==> src/rtl/riscv_pkg.sv <==
`default_nettype none
// ============================================================================
// Package     : riscv_pkg
// Description : Shared definitions for the RISC-V core support blocks:
//               program memory depth, loader state encoding, and loader
//               error codes.
// Revision    : 1.0 - initial release
// ============================================================================
package riscv_pkg;

    // Program memory depth in 32-bit words
    localparam int DEPTH = 32;

    // Loader sequencing states
    typedef enum logic [2:0] {
        ST_IDLE  = 3'd0,
        ST_CLEAR = 3'd1,
        ST_LOAD  = 3'd2,
        ST_RUN   = 3'd3,
        ST_ERROR = 3'd4
    } loader_state_t;

    // Loader error codes
    localparam logic [1:0] ERR_NONE = 2'b00;
    localparam logic [1:0] ERR_OVF  = 2'b01;
    localparam logic [1:0] ERR_TMO  = 2'b10;

endpackage : riscv_pkg
`default_nettype wire

==> src/rtl/imem_loader_ctrl.sv <==
`default_nettype none
// ============================================================================
// Module      : imem_loader_ctrl
// Description : Program-memory initialisation sequencer. Clears every word of
//               program memory, then writes a streamed image at ascending word
//               addresses, holding the core in reset until the image is in.
// Revision    : 1.0 - initial release
// ============================================================================
module imem_loader_ctrl #(
    parameter int DEPTH   = riscv_pkg::DEPTH,
    parameter int AW      = $clog2(DEPTH),
    parameter int TIMEOUT = 1023
) (
    input  logic          clk,
    input  logic          rst,
    input  logic          start,
    input  logic          s_valid,
    input  logic [31:0]   s_data,
    input  logic          s_last,
    output logic          s_ready,
    output logic          pmem_we,
    output logic [AW-1:0] pmem_addr,
    output logic [31:0]   pmem_wdata,
    output logic          core_rst,
    output logic          done,
    output logic          error,
    output logic [1:0]    err_code,
    output logic [AW:0]   word_count,
    output logic [31:0]   checksum
);

    import riscv_pkg::*;

    localparam int          TW         = $clog2(TIMEOUT + 1);
    localparam logic [AW:0] C_FULL     = (AW + 1)'(DEPTH);
    localparam logic [AW-1:0] C_LAST   = AW'(DEPTH - 1);
    localparam logic [TW-1:0] C_TMO_LAST = TW'(TIMEOUT - 1);

    loader_state_t   r_state;
    loader_state_t   w_state_nxt;
    logic [AW-1:0]   r_clr_cnt;
    logic [AW-1:0]   w_clr_cnt;
    logic [TW-1:0]   r_idle_cnt;
    logic [TW-1:0]   w_idle_cnt;
    logic            r_we;
    logic            w_we;
    logic [AW-1:0]   r_addr;
    logic [AW-1:0]   w_addr;
    logic [31:0]     r_wdata;
    logic [31:0]     w_wdata;
    logic [AW:0]     r_word_count;
    logic [AW:0]     w_word_count;
    logic [31:0]     r_checksum;
    logic [31:0]     w_checksum;
    logic [1:0]      r_err_code;
    logic [1:0]      w_err_code;
    logic            r_core_rst;
    logic            w_core_rst;
    logic            w_go;

    // State and datapath registers; rst returns everything to the idle image
    always_ff @(posedge clk) begin
        if (rst) begin
            r_state      <= ST_IDLE;
            r_clr_cnt    <= '0;
            r_idle_cnt   <= '0;
            r_we         <= 1'b0;
            r_addr       <= '0;
            r_wdata      <= '0;
            r_word_count <= '0;
            r_checksum   <= '0;
            r_err_code   <= ERR_NONE;
            r_core_rst   <= 1'b1;
        end else begin
            r_state      <= w_state_nxt;
            r_clr_cnt    <= w_clr_cnt;
            r_idle_cnt   <= w_idle_cnt;
            r_we         <= w_we;
            r_addr       <= w_addr;
            r_wdata      <= w_wdata;
            r_word_count <= w_word_count;
            r_checksum   <= w_checksum;
            r_err_code   <= w_err_code;
            r_core_rst   <= w_core_rst;
        end
    end

    // Next-state and next-register values for clear, load, run and error
    always_comb begin
        w_state_nxt  = r_state;
        w_clr_cnt    = r_clr_cnt;
        w_idle_cnt   = r_idle_cnt;
        w_we         = 1'b0;
        w_addr       = r_addr;
        w_wdata      = r_wdata;
        w_word_count = r_word_count;
        w_checksum   = r_checksum;
        w_err_code   = r_err_code;
        w_go         = 1'b0;

        case (r_state)
            ST_IDLE: begin
                w_go = start;
            end
            ST_CLEAR: begin
                // pmem_we was raised on entry; keep writing zeros until the
                // last address has been presented
                if (r_clr_cnt == C_LAST) begin
                    w_state_nxt = ST_LOAD;
                end else begin
                    w_we      = 1'b1;
                    w_clr_cnt = r_clr_cnt + 1'b1;
                    w_addr    = r_clr_cnt + 1'b1;
                end
            end
            ST_LOAD: begin
                if (s_valid) begin
                    w_idle_cnt = '0;
                    if (r_word_count < C_FULL) begin
                        w_we         = 1'b1;
                        w_addr       = r_word_count[AW-1:0];
                        w_wdata      = s_data;
                        w_word_count = r_word_count + 1'b1;
                        w_checksum   = r_checksum + s_data;
                        if (s_last) begin
                            w_state_nxt = ST_RUN;
                        end
                    end else begin
                        // Image already fills memory: swallow the beat
                        w_state_nxt = ST_ERROR;
                        w_err_code  = ERR_OVF;
                    end
                end else if (r_idle_cnt == C_TMO_LAST) begin
                    w_state_nxt = ST_ERROR;
                    w_err_code  = ERR_TMO;
                end else begin
                    w_idle_cnt = r_idle_cnt + 1'b1;
                end
            end
            ST_RUN: begin
                w_go = start;
            end
            ST_ERROR: begin
                w_go = start;
            end
            default: begin
                w_state_nxt = ST_IDLE;
            end
        endcase

        // A new sequence begins with the first clear write already presented
        if (w_go) begin
            w_state_nxt  = ST_CLEAR;
            w_clr_cnt    = '0;
            w_idle_cnt   = '0;
            w_we         = 1'b1;
            w_addr       = '0;
            w_wdata      = '0;
            w_word_count = '0;
            w_checksum   = '0;
            w_err_code   = ERR_NONE;
        end

        // Release the core only once RUN has been entered and is being held,
        // so the final image write lands while the core is still in reset
        w_core_rst = !((r_state == ST_RUN) && (w_state_nxt == ST_RUN));
    end

    assign s_ready    = (r_state == ST_LOAD);
    assign done       = (r_state == ST_RUN);
    assign error      = (r_state == ST_ERROR);
    assign pmem_we    = r_we;
    assign pmem_addr  = r_addr;
    assign pmem_wdata = r_wdata;
    assign core_rst   = r_core_rst;
    assign err_code   = r_err_code;
    assign word_count = r_word_count;
    assign checksum   = r_checksum;

endmodule : imem_loader_ctrl
`default_nettype wire
==> config.mk <==
export PLATFORM = sky130hd
export DESIGN_NAME = imem_loader_ctrl
export DESIGN_NICKNAME = d
export VERILOG_FILES = /design/src/rtl/riscv_pkg.sv /design/src/rtl/imem_loader_ctrl.sv
export SDC_FILE = /design/constraint.sdc
export NUM_CORES = 1
export LEC_CHECK = 0
export ABC_CLOCK_PERIOD_IN_PS = 3700
export CORE_MARGIN = 1.5
export CORE_UTILIZATION = 50
export CTS_CLUSTER_DIAMETER = 100
export DETAILED_ROUTE_END_ITERATION = 8
export HOLD_SLACK_MARGIN = 0.05
export PLACE_DENSITY = 0.79
export SLEW_MARGIN = 40
export SYNTH_ARGS = -nofsm -noshare
export SYNTH_HDL_FRONTEND = slang
export SYNTH_SLANG_ARGS = --single-unit
==> constraint.sdc <==
create_clock -name clk -period 3.7 [get_ports clk]
set_input_delay 0.74 -clock clk [delete_from_list [all_inputs] [get_ports clk]]
set_output_delay 0.74 -clock clk [all_outputs]
set_load 0.01 [all_outputs]
# Word level (Yosys, flattened, before mapping)
# Index checks and enable logic that the tools add are counted.
[classes]
addsub = 4
n_lt_le_gt_ge = 1
n_eq_ne = 12
mux = 22
n_bitwise = 1
n_reduce_logical = 12
[ops]
columns = ["operator", "count"]
rows = [
  ["adder 32 bit", 1],
  ["2-to-1 mux 10 bit", 2],
  ["2-to-1 mux 3 bit", 6],
  ["2-to-1 mux 5 bit", 3],
  ["adder 10 x 1 -> 10 bit (second input constant)", 1],
  ["equality test 10 bit (second input constant)", 1],
  ["case mux 5 bit (2 select lines)", 1],
  ["equality test 3 x 2 -> 1 bit (second input constant)", 3],
  ["case mux 3 bit (3 select lines)", 1],
  ["!= test 2 bit (second input constant)", 4],
  ["adder 6 x 1 -> 6 bit (second input constant)", 1],
  ["< comparator 6 bit (second input constant)", 1],
  ["2-to-1 mux 2 bit", 3],
  ["AND reduction 3 bit", 2],
  ["adder 5 x 1 -> 5 bit (second input constant)", 1],
  ["equality test 5 bit (second input constant)", 1],
  ["2-to-1 mux 1 bit", 5],
  ["AND reduction 2 bit", 2],
  ["AND reduction 4 bit", 1],
  ["nonzero test 2 bit", 2],
  ["equality test 3 x 1 -> 1 bit (second input constant)", 1],
  ["equality test 3 bit (second input constant)", 1],
  ["zero test 3 bit", 1],
  ["OR reduction 3 bit", 1],
  ["other kinds (6)", 6],
]
[totals]
register_bits = 97
output_inout_bits = 82
wordCells = 62

# Depth between registers and ports, before layout
# Gate-level depths: netlist of the first run.
[logic_depth]
ltp_word = 8
mapped_depth = 10
depth_no_buf = 10

# Least setup slack after synthesis of the first run
# Ideal clock, no wire load.
[synth_timing]
kind = "input -> register"
start = "input port s_data[0]"
end = "register r_checksum[24], in the netlist checksum[24]"
setup_time_ps = 120
t_arrival_ps = 2846
t_required_ps = 3580
setup_slack_ps = 735
path_stages = 10
path_cell_list = "ha_1 > fa_1 > a21o_1 > a221oi_2 > o21ai_2 > a311oi_4 > nor2_1 > o41ai_2 > nor4_1 > a211o_1"
[synth_between]
elab_chain_cells = 1
[synth_lines]
columns = ["element", "line_no", "source"]
rows = [
  ["start, declared", "imem_loader_ctrl.sv:18", "input logic [31:0] s_data,"],
  ["adder 32 bit", "imem_loader_ctrl.sv:124", "w_checksum = r_checksum + s_data;"],
  ["end signal, assigned", "imem_loader_ctrl.sv:82", "r_checksum <= w_checksum;"],
  ["end, declared", "imem_loader_ctrl.sv:53", "logic [31:0] r_checksum;"],
]
# No other way between the ends.
# A chain may end at the register's enable or synchronous reset.

# Worst setup path after layout of the first run
# Ends and elaborated chain as after synthesis.

==> flow_metrics.env, run 1 <==
export IMPL_ff_latch_area_um2=1940
export IMPL_die_area_um2=11200
export IMPL_rsz0062_at_grt="false"
export IMPL_status="completed"
export IMPL_core_um2=10300
export IMPL_yosys_top_cells_count="nand2_1, dfxtp_1, a21oi_1"
export IMPL_fin_ws_ns=0.445
export IMPL_ys_flop_type="dfxtp_1"
export IMPL_cts_tree="yes"
export IMPL_yosysTopAreaCellShare_pct=36.6
export IMPL_die_height_um=106
export IMPL_ios=119
export IMPL_min_delay_path_class="reg2reg"
export IMPL_rr_startpoint="checksum[0]"
export IMPL_floorplan_initialDensity_pct=51.3
export IMPL_drt_total_wl_um=13500
export IMPL_cts_resized=0
export IMPL_path_class="in2reg"
export IMPL_vias=5134
export IMPL_crit_path_start="s_data[0]"
export IMPL_drcViolationCount=0
export IMPL_ys_seq_elements=97
export IMPL_post_cts_setup_buffer_count=0
export IMPL_cts_hold_fix_buffers=0
export IMPL_clk_pin_slew_ns=0.09
export IMPL_synthArstFlopShare_pct=0
export IMPL_ir_drop_mv=0.177
export IMPL_critPathMaxFanout=4
export IMPL_clock_fmax_ghz=0.307
export IMPL_max_cap_violations=0
export IMPL_diodes=0
export IMPL_post_place_ws_ns=0.0960
export IMPL_yosys_area_top_type="dfxtp_1"
export IMPL_fin_crit_sh_pct=88.0
export IMPL_clock_path_buffers=2
export IMPL_clkLatencyLatePin_ns=0.36
export IMPL_crit_path_end_kind="register"
export IMPL_ctsHtreeMaxLevel=3
export IMPL_fillCellCount=875
export IMPL_setup_violations_final=0
export IMPL_ys_types=56
export IMPL_hold_viol=0
export IMPL_slew_viol_final=0
export IMPL_worstMarginPinSlew_ns=0.813
export IMPL_ant_nets=0
export IMPL_grt_first_pass_wirelength_um=22200
export IMPL_cp_start_kind="input port"
export IMPL_via_per_inst=5.61
export IMPL_crit_arrival_ns=3.51
export IMPL_area_growth_pct=28.4
export IMPL_multiInputGateArea_um2=3200
export IMPL_place_gp_congestion=0.934
export IMPL_min_period_ns=3.26
export IMPL_synth_area_top_cells="dfxtp_1, nand2_1, ha_1"
export IMPL_portBuffers=118
export IMPL_cts_inserted_buffers=9
export IMPL_min_from="pmem_wdata[13]"
export IMPL_leakagePower_nw=2.54
export IMPL_fin_tns_setup_ns=0
export IMPL_syn_inst=672
export IMPL_p_per_area_nw_per_um2=284
export IMPL_drive_above_1_share_pct=4.24
export IMPL_crit_required_ns=3.96
export IMPL_fin_nets=849
export IMPL_cts_sinks=97
export IMPL_grt_overflow_total=0
export IMPL_grt_pass1_vias=4728
export IMPL_die_w_um=106
export IMPL_row_count=37
export IMPL_synth_net_count=746
export IMPL_yosysMostFrequentCell="nand2_1"
export IMPL_yosysSeqAreaShare_pct=36.6
export IMPL_dr_pass1_iters=5
export IMPL_max_slew_margin_pct=45.7
export IMPL_drtIter0Drc=254
export IMPL_track_usage_pct=23.9
export IMPL_antenna_found_initial=0
export IMPL_place_hpwl_um=9580
export IMPL_syn_area_per_cell_um2=7.89
export IMPL_synthesis_area_um2=5300
export IMPL_grt_max_degree=70
export IMPL_routedWlPerCell_um=14.7
export IMPL_fin_skew_ns=0.0109
export IMPL_root_buffer="clkbuf_8"
export IMPL_synth_edf_count=0
export IMPL_yosysWarningCount=0
[worst max-delay path, cell delays in order]
cell and delay [ns]:
clkdlybuf4s50_1 0.43, ha_1 0.26, fa_1 0.42, a21o_1 0.20, a221oi_2 0.31, o21ai_2 0.17, a311oi_4 0.29, nor2_1 0.11
o41ai_2 0.26, nor4_1 0.08, a211o_1 0.25
[placed cells by master, fill, tap and decap left out, types with 3 or more instances in the layout]
master and n:
xnor2_1 23, nand2_1 148, o21bai_1 6, nor2b_1 5, ha_1 36, clkbuf_8 10
o211ai_1 3, o21ai_0 18, a211oi_1 6, o22ai_1 3, nand4_1 10, nand2b_1 3
and2_1 3, a21oi_1 88, a31oi_1 7, nor2_1 50, buf_12 3, xor2_1 15
a21o_1 15, mux2i_1 6, dfxtp_1 97, and3_1 7, clkdlybuf4s50_1 118, nand3_1 20
nor3_1 10, o21ai_1 10, inv_1 6, buf_4 5
[worst paths after layout]
| check | endpoint | cells after the start | slack, ns |
|---|---|---|---|
| worst min-delay path | pmem_wdata[13] | 2 | 0.46 |
| worst max-delay path | checksum[24] | 11 | 0.44 |
| worst min register to register | pmem_wdata[13] | 2 | 0.46 |
| worst max register to register | checksum[24] | 10 | 0.95 |
[state kept, by name, summed over array words and instances (netlist names)]
signal	count
pmem_we	1
checksum	32
core_rst	1
err_code	2
word_count	6
r_clr_cnt	5
r_state	3
pmem_addr	5
r_idle_cnt	10
pmem_wdata	32
[layer usage]
metal  wire length (um)  GRT usage [%]  share of wire (%)  vias up
met2               6550           40.6                 49      152
met5                  0              0                  0        -
li1                   -              -                  -     2569
met1               5900           29.9                 44     2394
met3                754           4.84                5.6       19
met4                259           9.07                1.9        0
[final cells by class]
| type | count | share of cell area [%] |
|---|---|---|
| Clock buffer | 11 | 2.08 |
| Clock inverter | 4 | 0.790 |
| Inverter | 7 | 0.386 |
| Multi-Input combinational cell | 534 | 46.9 |
| Sequential cell | 97 | 28.5 |
| Tap cell | 136 | 2.50 |
| Timing Repair Buffer | 126 | 18.8 |
[report_power, final]
| group | total, W | switching (W) | internal [W] |
|---|---|---|---|
| Combinational | 0.000178 | 0.0000980 | 0.0000800 |
| Clock | 0.000700 | 0.000371 | 0.000329 |
| Sequential | 0.00105 | 0.00000443 | 0.00105 |
| Total | 0.00193 | 0.000474 | 0.00146 |
[cell families (layout without fill, tap and decap cells)]
| kind of cell | Yosys count | count (layout) | share of synthesized area [%] |
|---|---|---|---|
| compound gates | 182 | 182 | 21.5 |
| xor+xnor | 38 | 38 | 6.28 |
| fa+ha+maj | 37 | 37 | 8.88 |
| buf+inv | 41 | 148 | 3.23 |
| flops | 97 | 97 | 36.6 |
| mux | 6 | 6 | 1.13 |
| simple gates | 271 | 271 | 22.4 |
[per-stage QoR]
| step | utilization, % | cells | power [W] | cell area (um2) | hold WS (ns) |
|---|---|---|---|---|---|
| after floorplan | - | 672 | 0.00117 | 5300 | 0.467 |
| after global placement | 64.1 | 900 | 0.00125 | 6610 | 0.440 |
| after detailed placement | 64.1 | 900 | 0.00125 | 6610 | 0.447 |
| after CTS | 65.9 | 915 | 0.00194 | 6810 | 0.460 |
| after global routing | 65.9 | 915 | 0.00200 | 6810 | 0.482 |
| final | 65.9 | 915 | 0.00193 | 6810 | 0.457 |
(Power assumes the default switching activity.)
==> run 2: changes to the inputs <==
--- a/config.mk
+++ b/config.mk
@@ -6,7 +6,7 @@
 export NUM_CORES = 1
 export LEC_CHECK = 0
 export ABC_CLOCK_PERIOD_IN_PS = 3700
-export CORE_MARGIN = 1.5
+export CORE_MARGIN = 5
 export CORE_UTILIZATION = 50
 export CTS_CLUSTER_DIAMETER = 100
 export DETAILED_ROUTE_END_ITERATION = 8
==> flow_metrics.env, run 2 (synthesized netlist as in run 1, its figures left out) <==
export IMPL_status="completed"
export IMPL_clk_pin_slew_ns=0.10
export IMPL_grt_overflow_total=0
export IMPL_post_place_ws_ns=0.123
export IMPL_p_comb_share_pct=8.8
export IMPL_cp_cell_sequence="clkdlybuf4s50_1, ha_1, fa_1, a21o_1, a221oi_2, o21ai_2, a311oi_4, nor2_1, o41ai_2, nor4_1, a211o_1"
export IMPL_drtIter0Drc=265
export IMPL_root_buffer="clkbuf_8"
export IMPL_crit_family="compound AO/OA/AOI/OAI gates"
export IMPL_fin_skew_ns=0.0128
export IMPL_r2r_setup_slack_ns=0.97
export IMPL_track_usage_pct=22.0
export IMPL_crit_required_ns=3.98
export IMPL_grt_pass1_vias=4937
export IMPL_vias=5081
export IMPL_cp_start_kind="input port"
export IMPL_row_count=37
export IMPL_fillCellCount=838
export IMPL_die_height_um=113
export IMPL_seqPwrFrac_pct=52.1
export IMPL_ctsHtreeMaxLevel=3
export IMPL_place_hpwl_um=9980
export IMPL_floorplan_initialDensity_pct=51.3
export IMPL_path_class="in2reg"
export IMPL_min_from="pmem_wdata[13]"
export IMPL_crit_path_end_kind="register"
export IMPL_ios=119
export IMPL_grt_max_degree=71
export IMPL_drive_above_1_share_pct=4.24
export IMPL_min_period_ns=3.20
export IMPL_worst_hold_path_endpoint="pmem_wdata[13]"
export IMPL_critPathMaxFanout=4
export IMPL_r2r_end="checksum[24]"
export IMPL_core_um2=10300
export IMPL_hold_viol=0
export IMPL_leakagePower_nw=2.55
export IMPL_die_w_um=113
export IMPL_rr_startpoint="checksum[0]"
export IMPL_drt_total_wl_um=14100
export IMPL_cts_hold_fix_buffers=0
export IMPL_diodes=0
export IMPL_min_delay_path_class="reg2reg"
export IMPL_clock_path_buffers=2
export IMPL_post_cts_setup_buffer_count=0
export IMPL_drcViolationCount=0
export IMPL_crit_slowest_cell="clkdlybuf4s50_1"
export IMPL_clkLatencyLatePin_ns=0.38
export IMPL_cts_sinks=97
export IMPL_switching_power_w=0.000493
export IMPL_cpPeakStageDelay_ns=0.43
export IMPL_fin_crit_sh_pct=86.6
export IMPL_p_int_w=0.00153
export IMPL_max_cap_violations=0
export IMPL_routedWlPerCell_um=15.4
export IMPL_ir_drop_mv=0.204
export IMPL_final_cell_mix="nand2_1, clkdlybuf4s50_1, dfxtp_1, a21oi_1, nor2_1"
export IMPL_p_per_area_nw_per_um2=296
export IMPL_fin_tns_setup_ns=0
export IMPL_area_growth_pct=28.8
export IMPL_rsz0062_at_grt="false"
export IMPL_dr_pass1_iters=5
export IMPL_cts_inserted_buffers=9
export IMPL_netSwitchingFraction_pct=24.4
export IMPL_setup_violations_final=0
export IMPL_crit_arrival_ns=3.49
export IMPL_worstMarginPinSlew_ns=0.716
export IMPL_cts_resized=0
export IMPL_power_w=0.00202
export IMPL_slew_viol_final=0
export IMPL_cts_tree="yes"
export IMPL_grt_first_pass_wirelength_um=23300
export IMPL_ant_nets=0
export IMPL_max_slew_margin_pct=52.3
export IMPL_rr_worst_depth=10
export IMPL_die_area_um2=12800
export IMPL_hold_path_depth=2
export IMPL_power_frac_clock_pct=39.2
export IMPL_via_per_inst=5.56
export IMPL_fin_ws_ns=0.496
export IMPL_fin_nets=847
export IMPL_layout_commonest_cell="nand2_1"
export IMPL_place_gp_congestion=0.879
export IMPL_holdWs_ns=0.457
export IMPL_critPathBufInv=1
export IMPL_antenna_found_initial=0
export IMPL_clock_fmax_ghz=0.312
export IMPL_portBuffers=118
run 2: changes by cell type in the layout (fill, tap and decap cells not counted):
cell | before | now
clkinv_2 | 0 | 1
clkinvlp_4 | 2 | 1
bufinv_16 | 1 | 2
clkbuf_1 | 1 | 0
buf_4 | 5 | 3
inv_6 | 0 | 1
run 2: worst max path at each step:
| stage | from | endpoint | slack, ns | cells past startpoint |
|---|---|---|---|---|
| 2_1_floorplan | s_data[0] | checksum[24] | 0.73 | 10 |
| 3_3_place_gp | s_data[0] | checksum[24] | 0.17 | 11 |
| 3_5_place_dp | s_data[0] | checksum[24] | 0.12 | 11 |
| 4_1_cts | s_data[0] | checksum[24] | 0.48 | 11 |
| 5_1_grt | s_data[0] | checksum[24] | 0.28 | 11 |
| 6_report | s_data[0] | checksum[24] | 0.50 | 11 |
run 2: area by class of cell:
cell class	count	area, um2	area share, %
multi-input combinational	534	3200	46.8
sequential	97	1940	28.5
timing repair buffer	124	1260	18.5
tap	136	170	2.49
clock buffer	10	138	2.02
clock inverter	6	90.1	1.32
inverter	7	26.3	0.385
run 2: tightest hold or removal path, cell delays in order, from the launching register on:
cell and delay, ns:
dfxtp_1 0.32, nand2_1 0.05, a21oi_1 0.05
run 2: stage by stage:
step | utilization, % | instance area [um2] | std cells
3_5_place_dp | 63.9 | 6600 | 898
5_1_grt | 66.1 | 6830 | 914
3_3_place_gp | 63.9 | 6600 | 898
2_1_floorplan | - | 5300 | 672
6_report | 66.1 | 6830 | 914
4_1_cts | 66.1 | 6830 | 914
run 2: power by group through the flow:
stage          combinational, W  clock (W)  sequential, W
2_1_floorplan         0.0000969          0        0.00108
3_3_place_gp           0.000172          0        0.00108
3_5_place_dp           0.000175          0        0.00108
4_1_cts                0.000176   0.000799        0.00105
5_1_grt                0.000193   0.000843        0.00105
6_report               0.000177   0.000792        0.00105
run 2: per-layer routing:
metal / vias up / global-route usage, % / wire (um)
li1: 2550 / - / -
met1: 2371 / 27.6 / 6220
met2: 137 / 36.9 / 6740
met3: 23 / 4.06 / 800
met4: 0 / 9.29 / 331
met5: - / 0 / 0
